## src/rtl/alu_rs_pkg.sv

```systemverilog
// Shared definitions for the ALU reservation station: op encodings and default geometry.
package alu_rs_pkg;

    localparam int unsigned XLEN        = 32;
    localparam int unsigned OP_W        = 6;
    localparam int unsigned RS_SIZE_DEF = 8;
    localparam int unsigned ROB_W_DEF   = 4;

    // Low two bits of the op code select the instruction format.
    typedef enum logic [1:0] {
        ALU_TYPE_U = 2'd0,
        ALU_TYPE_I = 2'd1,
        ALU_TYPE_B = 2'd2,
        ALU_TYPE_R = 2'd3
    } alu_type_e;

    localparam logic [OP_W-1:0] OP_NOP = 6'h3f;

endpackage

```

## src/rtl/alu_rs_pick.sv

```systemverilog
// Lowest-index set-bit finder; reports whether any bit is set and its position.
module rs_pick #(
    parameter int unsigned N  = 8,
    parameter int unsigned IW = $clog2(N)
) (
    input  logic [N-1:0]  req_i,
    output logic          found_o,
    output logic [IW-1:0] idx_o
);

    always_comb begin
        found_o = 1'b0;
        idx_o   = '0;
        for (int unsigned i = 0; i < N; i++) begin
            if (req_i[i] && !found_o) begin
                found_o = 1'b1;
                idx_o   = IW'(i);
            end
        end
    end

endmodule

```

## src/rtl/alu_rs.sv

```systemverilog
// ALU reservation station: buffers dispatched ops, snoops two CDBs for operands,
// issues one ready op per cycle and tags the ALU result for the ALU CDB.
module alu_rs
    import alu_rs_pkg::*;
#(
    parameter int unsigned RS_SIZE = RS_SIZE_DEF,
    parameter int unsigned ROB_W   = ROB_W_DEF
) (
    input  logic             clk_in,
    input  logic             rst_n_in,
    input  logic             rdy_in,
    input  logic             RoB_clear,
    input  logic             disp_valid,
    input  logic [OP_W-1:0]  disp_op,
    input  logic [XLEN-1:0]  disp_vj,
    input  logic [XLEN-1:0]  disp_vk,
    input  logic [XLEN-1:0]  disp_imm,
    input  logic             disp_qj_busy,
    input  logic [ROB_W-1:0] disp_qj,
    input  logic             disp_qk_busy,
    input  logic [ROB_W-1:0] disp_qk,
    input  logic [ROB_W-1:0] disp_tag,
    output logic             rs_full,
    input  logic             cdb0_valid,
    input  logic [ROB_W-1:0] cdb0_tag,
    input  logic [XLEN-1:0]  cdb0_val,
    input  logic             cdb1_valid,
    input  logic [ROB_W-1:0] cdb1_tag,
    input  logic [XLEN-1:0]  cdb1_val,
    output logic [OP_W-1:0]  alu_op,
    output logic [XLEN-1:0]  alu_vj,
    output logic [XLEN-1:0]  alu_vk,
    output logic [XLEN-1:0]  alu_imm,
    output logic             alu_waiting,
    input  logic             alu_finish_rdy,
    input  logic [XLEN-1:0]  alu_value,
    output logic             cdb_valid,
    output logic [ROB_W-1:0] cdb_tag,
    output logic [XLEN-1:0]  cdb_val
);

    localparam int unsigned IDX_W = $clog2(RS_SIZE);

    logic [RS_SIZE-1:0]            busy_q, busy_d, qj_busy_q, qj_busy_d, qk_busy_q, qk_busy_d;
    logic [RS_SIZE-1:0][OP_W-1:0]  op_q, op_d;
    logic [RS_SIZE-1:0][XLEN-1:0]  vj_q, vj_d, vk_q, vk_d, imm_q, imm_d;
    logic [RS_SIZE-1:0][ROB_W-1:0] qj_q, qj_d, qk_q, qk_d, tag_q, tag_d;
    logic                          inflight_valid_q, inflight_valid_d;
    logic [ROB_W-1:0]              inflight_tag_q, inflight_tag_d;

    logic             free_found, ready_found, issue_fire;
    logic [IDX_W-1:0] free_idx, ready_idx;

    function automatic logic hit(input logic v, input logic [ROB_W-1:0] t,
                                 input logic [ROB_W-1:0] q);
        return v && (t == q);
    endfunction

    rs_pick #(.N(RS_SIZE), .IW(IDX_W)) u_pick_free (
        .req_i   (~busy_q),
        .found_o (free_found),
        .idx_o   (free_idx)
    );

    rs_pick #(.N(RS_SIZE), .IW(IDX_W)) u_pick_ready (
        .req_i   (busy_q & ~qj_busy_q & ~qk_busy_q),
        .found_o (ready_found),
        .idx_o   (ready_idx)
    );

    assign issue_fire  = ready_found & rdy_in & ~RoB_clear;
    assign rs_full     = &busy_q;
    assign alu_op      = op_q[ready_idx];
    assign alu_vj      = vj_q[ready_idx];
    assign alu_vk      = vk_q[ready_idx];
    assign alu_imm     = imm_q[ready_idx];
    assign alu_waiting = issue_fire;
    assign cdb_valid   = alu_finish_rdy & inflight_valid_q;
    assign cdb_tag     = inflight_tag_q;
    assign cdb_val     = alu_value;

    // Next state: flush dominates, freeze holds, otherwise snoop + issue + allocate.
    always_comb begin
        busy_d           = busy_q;
        op_d             = op_q;
        vj_d             = vj_q;
        vk_d             = vk_q;
        imm_d            = imm_q;
        qj_busy_d        = qj_busy_q;
        qj_d             = qj_q;
        qk_busy_d        = qk_busy_q;
        qk_d             = qk_q;
        tag_d            = tag_q;
        inflight_valid_d = 1'b0;
        inflight_tag_d   = inflight_tag_q;

        if (RoB_clear) begin
            busy_d = '0;
        end else if (!rdy_in) begin
            inflight_valid_d = inflight_valid_q;
        end else begin
            for (int unsigned i = 0; i < RS_SIZE; i++) begin
                if (busy_q[i] && qj_busy_q[i]) begin
                    if (hit(cdb0_valid, cdb0_tag, qj_q[i])) begin
                        vj_d[i] = cdb0_val;  qj_busy_d[i] = 1'b0;
                    end else if (hit(cdb1_valid, cdb1_tag, qj_q[i])) begin
                        vj_d[i] = cdb1_val;  qj_busy_d[i] = 1'b0;
                    end
                end
                if (busy_q[i] && qk_busy_q[i]) begin
                    if (hit(cdb0_valid, cdb0_tag, qk_q[i])) begin
                        vk_d[i] = cdb0_val;  qk_busy_d[i] = 1'b0;
                    end else if (hit(cdb1_valid, cdb1_tag, qk_q[i])) begin
                        vk_d[i] = cdb1_val;  qk_busy_d[i] = 1'b0;
                    end
                end
            end

            if (ready_found) begin
                busy_d[ready_idx] = 1'b0;
                inflight_valid_d  = 1'b1;
                inflight_tag_d    = tag_q[ready_idx];
            end

            // Free slot comes from registered busy, so it never collides with the issuing entry.
            if (disp_valid && free_found) begin
                busy_d[free_idx] = 1'b1;
                op_d[free_idx]   = disp_op;
                imm_d[free_idx]  = disp_imm;
                tag_d[free_idx]  = disp_tag;
                qj_d[free_idx]   = disp_qj;
                qk_d[free_idx]   = disp_qk;
                if (disp_qj_busy && hit(cdb0_valid, cdb0_tag, disp_qj)) begin
                    vj_d[free_idx] = cdb0_val;  qj_busy_d[free_idx] = 1'b0;
                end else if (disp_qj_busy && hit(cdb1_valid, cdb1_tag, disp_qj)) begin
                    vj_d[free_idx] = cdb1_val;  qj_busy_d[free_idx] = 1'b0;
                end else begin
                    vj_d[free_idx] = disp_vj;   qj_busy_d[free_idx] = disp_qj_busy;
                end
                if (disp_qk_busy && hit(cdb0_valid, cdb0_tag, disp_qk)) begin
                    vk_d[free_idx] = cdb0_val;  qk_busy_d[free_idx] = 1'b0;
                end else if (disp_qk_busy && hit(cdb1_valid, cdb1_tag, disp_qk)) begin
                    vk_d[free_idx] = cdb1_val;  qk_busy_d[free_idx] = 1'b0;
                end else begin
                    vk_d[free_idx] = disp_vk;   qk_busy_d[free_idx] = disp_qk_busy;
                end
            end
        end
    end

    always_ff @(posedge clk_in or negedge rst_n_in) begin
        if (!rst_n_in) begin
            busy_q           <= '0;
            op_q             <= '0;
            vj_q             <= '0;
            vk_q             <= '0;
            imm_q            <= '0;
            qj_busy_q        <= '0;
            qj_q             <= '0;
            qk_busy_q        <= '0;
            qk_q             <= '0;
            tag_q            <= '0;
            inflight_valid_q <= 1'b0;
            inflight_tag_q   <= '0;
        end else begin
            busy_q           <= busy_d;
            op_q             <= op_d;
            vj_q             <= vj_d;
            vk_q             <= vk_d;
            imm_q            <= imm_d;
            qj_busy_q        <= qj_busy_d;
            qj_q             <= qj_d;
            qk_busy_q        <= qk_busy_d;
            qk_q             <= qk_d;
            tag_q            <= tag_d;
            inflight_valid_q <= inflight_valid_d;
            inflight_tag_q   <= inflight_tag_d;
        end
    end

endmodule

```

## config.mk

```make
export PLATFORM = sky130hd
export DESIGN_NAME = alu_rs
export DESIGN_NICKNAME = d
export VERILOG_FILES = /design/src/rtl/alu_rs_pkg.sv /design/src/rtl/alu_rs_pick.sv /design/src/rtl/alu_rs.sv
export SDC_FILE = /design/constraint.sdc
export NUM_CORES = 2
export LEC_CHECK = 0
export CAP_MARGIN = 20
export CORE_ASPECT_RATIO = 1.1
export CORE_UTILIZATION = 35
export DETAILED_ROUTE_END_ITERATION = 10
export PLACE_DENSITY = 0.61
export SKIP_LAST_GASP = 1
export SLEW_MARGIN = 20
export SYNTH_ARGS = -nofsm -noshare
export SYNTH_HDL_FRONTEND = slang
export SYNTH_SLANG_ARGS = --single-unit
```

## constraint.sdc

```tcl
create_clock -name clk_in -period 5.5 [get_ports clk_in]
set_input_delay 1.1 -clock clk_in [delete_from_list [all_inputs] [get_ports clk_in]]
set_output_delay 1.1 -clock clk_in [all_outputs]
set_load 0.01 [all_outputs]
```

## Yosys cells after proc, flatten, opt, wreduce, memory -nomap -nowiden

Index checks and enable logic that the tools add are counted.

- Memories: 0
- Word-level logic and storage cells: 452
- Bits of input ports: 228
- Bits in read-only memories: 0
- Latch bits: 0
- Bits in writable memories: 0
- Flip-flop bits (word level): 941

- Reduce and logical (&&, ||, !) cells: 92
- Equal/unequal tests: 36
- Magnitude comparators: 4
- Add/sub/neg operators: 0
- Mux-type cells: 244
- Bitwise operators: 15
- Divide/modulo/power cells: 0
- Shifts and indexed selects: 0
- Multiply operators: 0

Operator list:

| operator | count |
|---|---|
| 32-bit 2-to-1 mux | 84 |
| 256-bit bitwise mux | 7 |
| 256-bit 2-to-1 mux | 6 |
| 32-bit binary-select mux with 3-bit select | 3 |
| 4-bit equality test | 36 |
| 1-bit 2-to-1 mux | 103 |
| 32-bit bitwise mux | 3 |
| 32-bit demux with 3-bit select | 1 |
| 8-bit 2-to-1 mux | 12 |
| 1-bit logical AND | 73 |
| 48-bit bitwise mux | 1 |
| 8-bit AND | 5 |
| 8-bit NOT | 5 |
| 3-bit 2-to-1 mux | 8 |
| 6-bit binary-select mux with 3-bit select | 1 |
| 6-bit demux with 3-bit select | 1 |
| 8-bit bitwise mux | 2 |
| 1-bit logical NOT | 14 |
| 4-bit binary-select mux with 3-bit select | 1 |
| 4-bit demux with 3-bit select | 1 |
| 6-bit 2-to-1 mux | 2 |
| 3-bit by 4-bit less-than comparator with 1-bit output (second input constant) | 2 |
| 2-bit 2-to-1 mux | 4 |
| 4-bit 2-to-1 mux | 2 |
| 9 further kinds | 14 |

## Logic depth before layout (Yosys ltp)

- Depth in word-level cells: 38
- Depth in mapped cells: 11
- Depth with buffers taken out: 7

## Modules after synthesis

A second synthesis with hierarchy kept.

- Cell total of the unflattened synthesis: 6237
- Area total of the unflattened synthesis: 57076.0 um^2

Modules (own cells, without submodules):

| module | times used | area an instance (um^2) | cells an instance |
|---|---|---|---|
| alu_rs | 1 | 56908.3 | 6209 |
| rs_pick | 2 | 83.8 | 14 |

## Worst setup path after synthesis

OpenSTA, ideal clock, no wires.

- Path type: register -> output
- From: register busy_q[0]
- To: output alu_imm[11]
- Setup slack: 1855 ps
- Buffers on the path: 4
- Stages on the path, launching flop included: 11
- Arrival: 2545 ps
- Cells stage by stage: dfrtp_1 > buf_2 > or3b_1 > and2_1 > buf_2 > and4_4 > nor2_2 > buf_6 > buf_6 > mux2_1 > a2111o_1

- Cells in the longest elaborated chain, start to end: 26

RTL lines:

| item | RTL line | text |
|---|---|---|
| start: declaration | alu_rs.sv:44 | `logic [RS_SIZE-1:0] busy_q, busy_d, qj_busy_q, qj_busy_d, qk_busy_q, qk_busy_d;` |
| start signal: assignment | alu_rs.sv:166 | `busy_q <= busy_d;` |
| 8-bit AND (*) (2 in a row) | alu_rs.sv:66 | `.req_i (busy_q & ~qj_busy_q & ~qk_busy_q),` |
| 1-bit 2-to-1 mux (*) | alu_rs_pick.sv:15 | `if (req_i[i] && !found_o) begin` |
| 1-bit logical NOT | alu_rs_pick.sv:15 |  |
| 1-bit logical AND | alu_rs_pick.sv:15 |  |
| 1-bit 2-to-1 mux | alu_rs_pick.sv:15 |  |
| 1-bit logical NOT | alu_rs_pick.sv:15 |  |
| 1-bit logical AND | alu_rs_pick.sv:15 |  |
| 1-bit 2-to-1 mux | alu_rs_pick.sv:15 |  |
| [... 9 more ...] | - |  |
| 1-bit logical NOT | alu_rs_pick.sv:15 |  |
| 1-bit logical AND | alu_rs_pick.sv:15 |  |
| 1-bit 2-to-1 mux | alu_rs_pick.sv:15 |  |
| 1-bit logical NOT | alu_rs_pick.sv:15 |  |
| 1-bit logical AND | alu_rs_pick.sv:15 |  |
| 3-bit 2-to-1 mux (*) | alu_rs_pick.sv:15 |  |
| 32-bit binary-select mux with 3-bit select (*) | alu_rs.sv:76 | `assign alu_imm = imm_q[ready_idx];` |
| 32-bit 2-to-1 mux (implied by the code) (*) | alu_rs.sv:76 |  |
| end: declaration | alu_rs.sv:33 | `output logic [XLEN-1:0] alu_imm,` |

Mark *: on every way between the ends. The rest lies on a longest branch, timed or not. The select of a mux whose other input is x is not followed.

## Worst setup path in the final report

- From: register busy_q[2]
- To: output alu_vj[28]

- Cells in the longest elaborated chain, start to end: 21

RTL lines:

| item | RTL line | text |
|---|---|---|
| 8-bit AND (*) (2 in a row) | alu_rs.sv:66 |  |
| 1-bit logical AND (*) | alu_rs_pick.sv:15 |  |
| 1-bit 2-to-1 mux | alu_rs_pick.sv:15 |  |
| 1-bit logical NOT | alu_rs_pick.sv:15 |  |
| 1-bit logical AND | alu_rs_pick.sv:15 |  |
| 1-bit 2-to-1 mux | alu_rs_pick.sv:15 |  |
| 1-bit logical NOT | alu_rs_pick.sv:15 |  |
| 1-bit logical AND | alu_rs_pick.sv:15 |  |
| [... 4 more ...] | - |  |
| 1-bit logical NOT | alu_rs_pick.sv:15 |  |
| 1-bit logical AND | alu_rs_pick.sv:15 |  |
| 1-bit 2-to-1 mux | alu_rs_pick.sv:15 |  |
| 1-bit logical NOT | alu_rs_pick.sv:15 |  |
| 1-bit logical AND | alu_rs_pick.sv:15 |  |
| 3-bit 2-to-1 mux (*) | alu_rs_pick.sv:15 |  |
| 32-bit binary-select mux with 3-bit select (*) | alu_rs.sv:74 | `assign alu_vj = vj_q[ready_idx];` |
| 32-bit 2-to-1 mux (implied by the code) (*) | alu_rs.sv:74 |  |
| end: declaration | alu_rs.sv:31 | `output logic [XLEN-1:0] alu_vj,` |

Marks and branches as above.

==> metrics <==
final setup vio count=0; die span in y=420 µm; post-route ant nets=0; element type at the critical path start=flip-flop; Post-Route WL=247000 µm; overall global routing resource usage=29.7%; largest net degree at the start of global routing=180; Clk Latency, worst-skew pair=0.76 ns; vias in the first global route=52300; register area share after synthesis=42.3%; Clk pwr share=42.4%; Num CTS Buffers=110; total power draw=0.0188 W; Tmin final=5.48 ns; Post-Layout Cell Count=8445; first-pass GRT wire length=359000 µm; gr ovfl total=0; Int Power=0.0135 W; post-synth net total=6646; post-DR wirelength/cell=29.3 µm; final hold slack=0.467 ns; Peak VDD IR=0.000259 V; DP Cell Count=8223; total number of vias=54200; CTS tree=built; core region area=0.158 mm²; post-synthesis cell type count=68; Clock Skews=0.0522 ns; Root Buffer=clkbuf_16; drc violations=0; final core occ=40.8%; HPWL after detailed placement=145000 µm; fin crit share=99.6%; final hold violations=0; Worst Setup End Kind=output port; Synth Flop Type=dfrtp_1; DR iter-0 viols=7753; Avg Synthesized Cell Area=8.67 µm²; largest buffer count on any clock path=3; NetSw=0.00534 W; synth warn=0; Sink Count=941; Initial Util=35.2%; Max FO, Critical Path=16; status=complete, no violations; Nets=6477; slew margin rel.=19.1%; clock-pin slew on the worst setup and hold paths=0.06 ns; Logic pwr share=16.4%; maxcap violations=0; DRT Pass-1 Iters=11; Reg power frac=41.3%; Power Dens Cells=292 mW/mm²; Leak=27.3 nW; Syn Inst Count=6418; row cnt=153; WP data required=4.40 ns; Worst-Margin Slew=1.19 ns; final slew viol count=0; Ports=369; kind of critical path=flip-flop to output port; EDFF count, synth=0; post-synthesis async set-or-reset flop share=100%; Synth Register Bits=941; Layout Area Growth over Synthesis=15.8%; Data arrival, critical path=4.38 ns; die width=382 µm; Switching Share=28.4%; most common cell after layout, fill and taps aside=nand2_1; Synth Cell Area=0.0556 mm²; die area=0.160 mm²; worst hold path type=flip-flop to flip-flop; vias per cell=6.42; port buffer count=304; commonest non-fill, non-tap cells in the layout=nand2_1 (1263), dfrtp_1 (940), nand3_1 (591); gpl congestion=0.962; fraction of layout cells with a size suffix above 1=10.8%; initial antenna violation count=27; H-tree levels=3; Peak Freq=182 MHz
-- layout make-up --
| class | count | area, µm² |
|---|---|---|
| Antenna cell | 8 | 20.0 |
| Clock buffer | 167 | 3320 |
| Clock inverter | 41 | 579 |
| Fill cell | 15500 | 93500 |
| Inverter | 61 | 229 |
| Multi-Input combinational cell | 4613 | 28700 |
| Sequential cell | 941 | 23500 |
| Tap cell | 2092 | 2620 |
| Timing Repair Buffer | 522 | 5420 |
-- path summary, 6_finish.rpt --
check / endpoint / start / cells after the start / slack, ns
max in group asynchronous: imm_q[166] / rst_n_in / 2 / 3.74
min reg2reg: imm_q[126] / imm_q[126] / 2 / 0.47
max reg2reg: cdb_tag[1] / busy_q[2] / 6 / 2.35
min in group asynchronous: vj_q[142] / rst_n_in / 1 / 0.48
max: alu_vj[28] / busy_q[2] / 9 / 0.02
min: imm_q[126] / imm_q[126] / 2 / 0.47
-- per-stage QoR --
| step | setup WS, ns | cell area (µm²) | TNS (ns) |
|---|---|---|---|
| 6_report | 0.0203 | 64400 | 0 |
| 4_1_cts | 0.0398 | 64300 | 0 |
| 2_1_floorplan | 1.86 | 55600 | 0 |
| 5_1_grt | -0.000929 | 64400 | -0.000929 |
| 3_5_place_dp | 0.657 | 60300 | 0 |
| 3_3_place_gp | 0.687 | 60300 | 0 |
-- repair_timing --
item                                    CTS  global route
gates cloned                              2             2
pin swaps                                 1             0
buffers inserted                          2             0
resized for setup                         3            13
endpoints found under the setup margin   59            93
hold buffers                              0             0
endpoints found under the hold margin     0             0
-- power by group through the flow --
stage | combinational (W) | sequential [W] | clock [W]
after floorplan | 0.00170 | 0.00777 | 0
after global placement | 0.00299 | 0.00785 | 0
after detailed placement | 0.00302 | 0.00785 | 0
after CTS | 0.00305 | 0.00774 | 0.00803
after global routing | 0.00330 | 0.00780 | 0.00829
final | 0.00307 | 0.00775 | 0.00797
-- state kept, by name (all words and copies together) (netlist names) --
name and flops:
vk_q 256, qj_q 32, cdb_tag 4, inflight_valid_q 1, qk_busy_q 8, tag_q 32
busy_q 8, op_q 48, qj_busy_q 8, imm_q 256, vj_q 256, qk_q 32
-- synth_stat cells (all sizes together) (10+ instances only) --
master | number | share of area [%]
nand2 | 1269 | 8.6
dfrtp | 941 | 42
nand3 | 593 | 5.3
clkbuf | 534 | 3.6
mux2i | 437 | 8.0
o21ai | 391 | 3.5
a21oi | 361 | 3.3
nor3 | 282 | 2.5
buf | 269 | 2.7
a221oi | 246 | 3.9
o221ai | 212 | 3.3
mux2 | 131 | 2.8
nor2 | 103 | 0.73
a2111o | 102 | 2.1
xnor2 | 93 | 1.5
o22ai | 76 | 0.85
inv | 61 | 0.41
xor2 | 49 | 0.77
a31o | 31 | 0.49
a211oi | 27 | 0.37
a222oi | 24 | 0.43
nor4 | 23 | 0.28
or2 | 19 | 0.21
and3 | 15 | 0.17
or3b | 14 | 0.22
nor2b | 12 | 0.13
and2 | 11 | 0.12
a31oi | 10 | 0.12
o21a | 10 | 0.13
-- metal layers --
metal | vias up | wire length [µm] | track usage (%)
met2 | 3690 | 109000 | 46.1
met1 | 26800 | 94800 | 37.9
met4 | 36 | 14900 | 15.9
li1 | 22800 | - | -
met5 | - | 212 | 0
met3 | 875 | 28000 | 7.71
-- worst max-delay path, cell delays in order, from the launching register on --
cell	delay [ns]
dfrtp_1	0.48
or3b_1	0.50
and2_4	0.25
and4_4	0.28
nor2_4	0.16
buf_12	0.17
bufbuf_16	0.38
mux2_2	0.36
a2111o_1	0.53
clkdlybuf4s50_1	0.52
-- logic make-up (layout without fill, tap and decap cells) --
logic type	Yosys count	in the layout	share of synthesized area, %
simple gates	2377	2377	18.8
compound gates	1526	1526	19.0
flops	941	941	42.3
buf+inv	864	791	6.75
mux	568	568	10.8
xor+xnor	142	142	2.24
other cells	0	8	0
(Power assumes the default switching activity.)
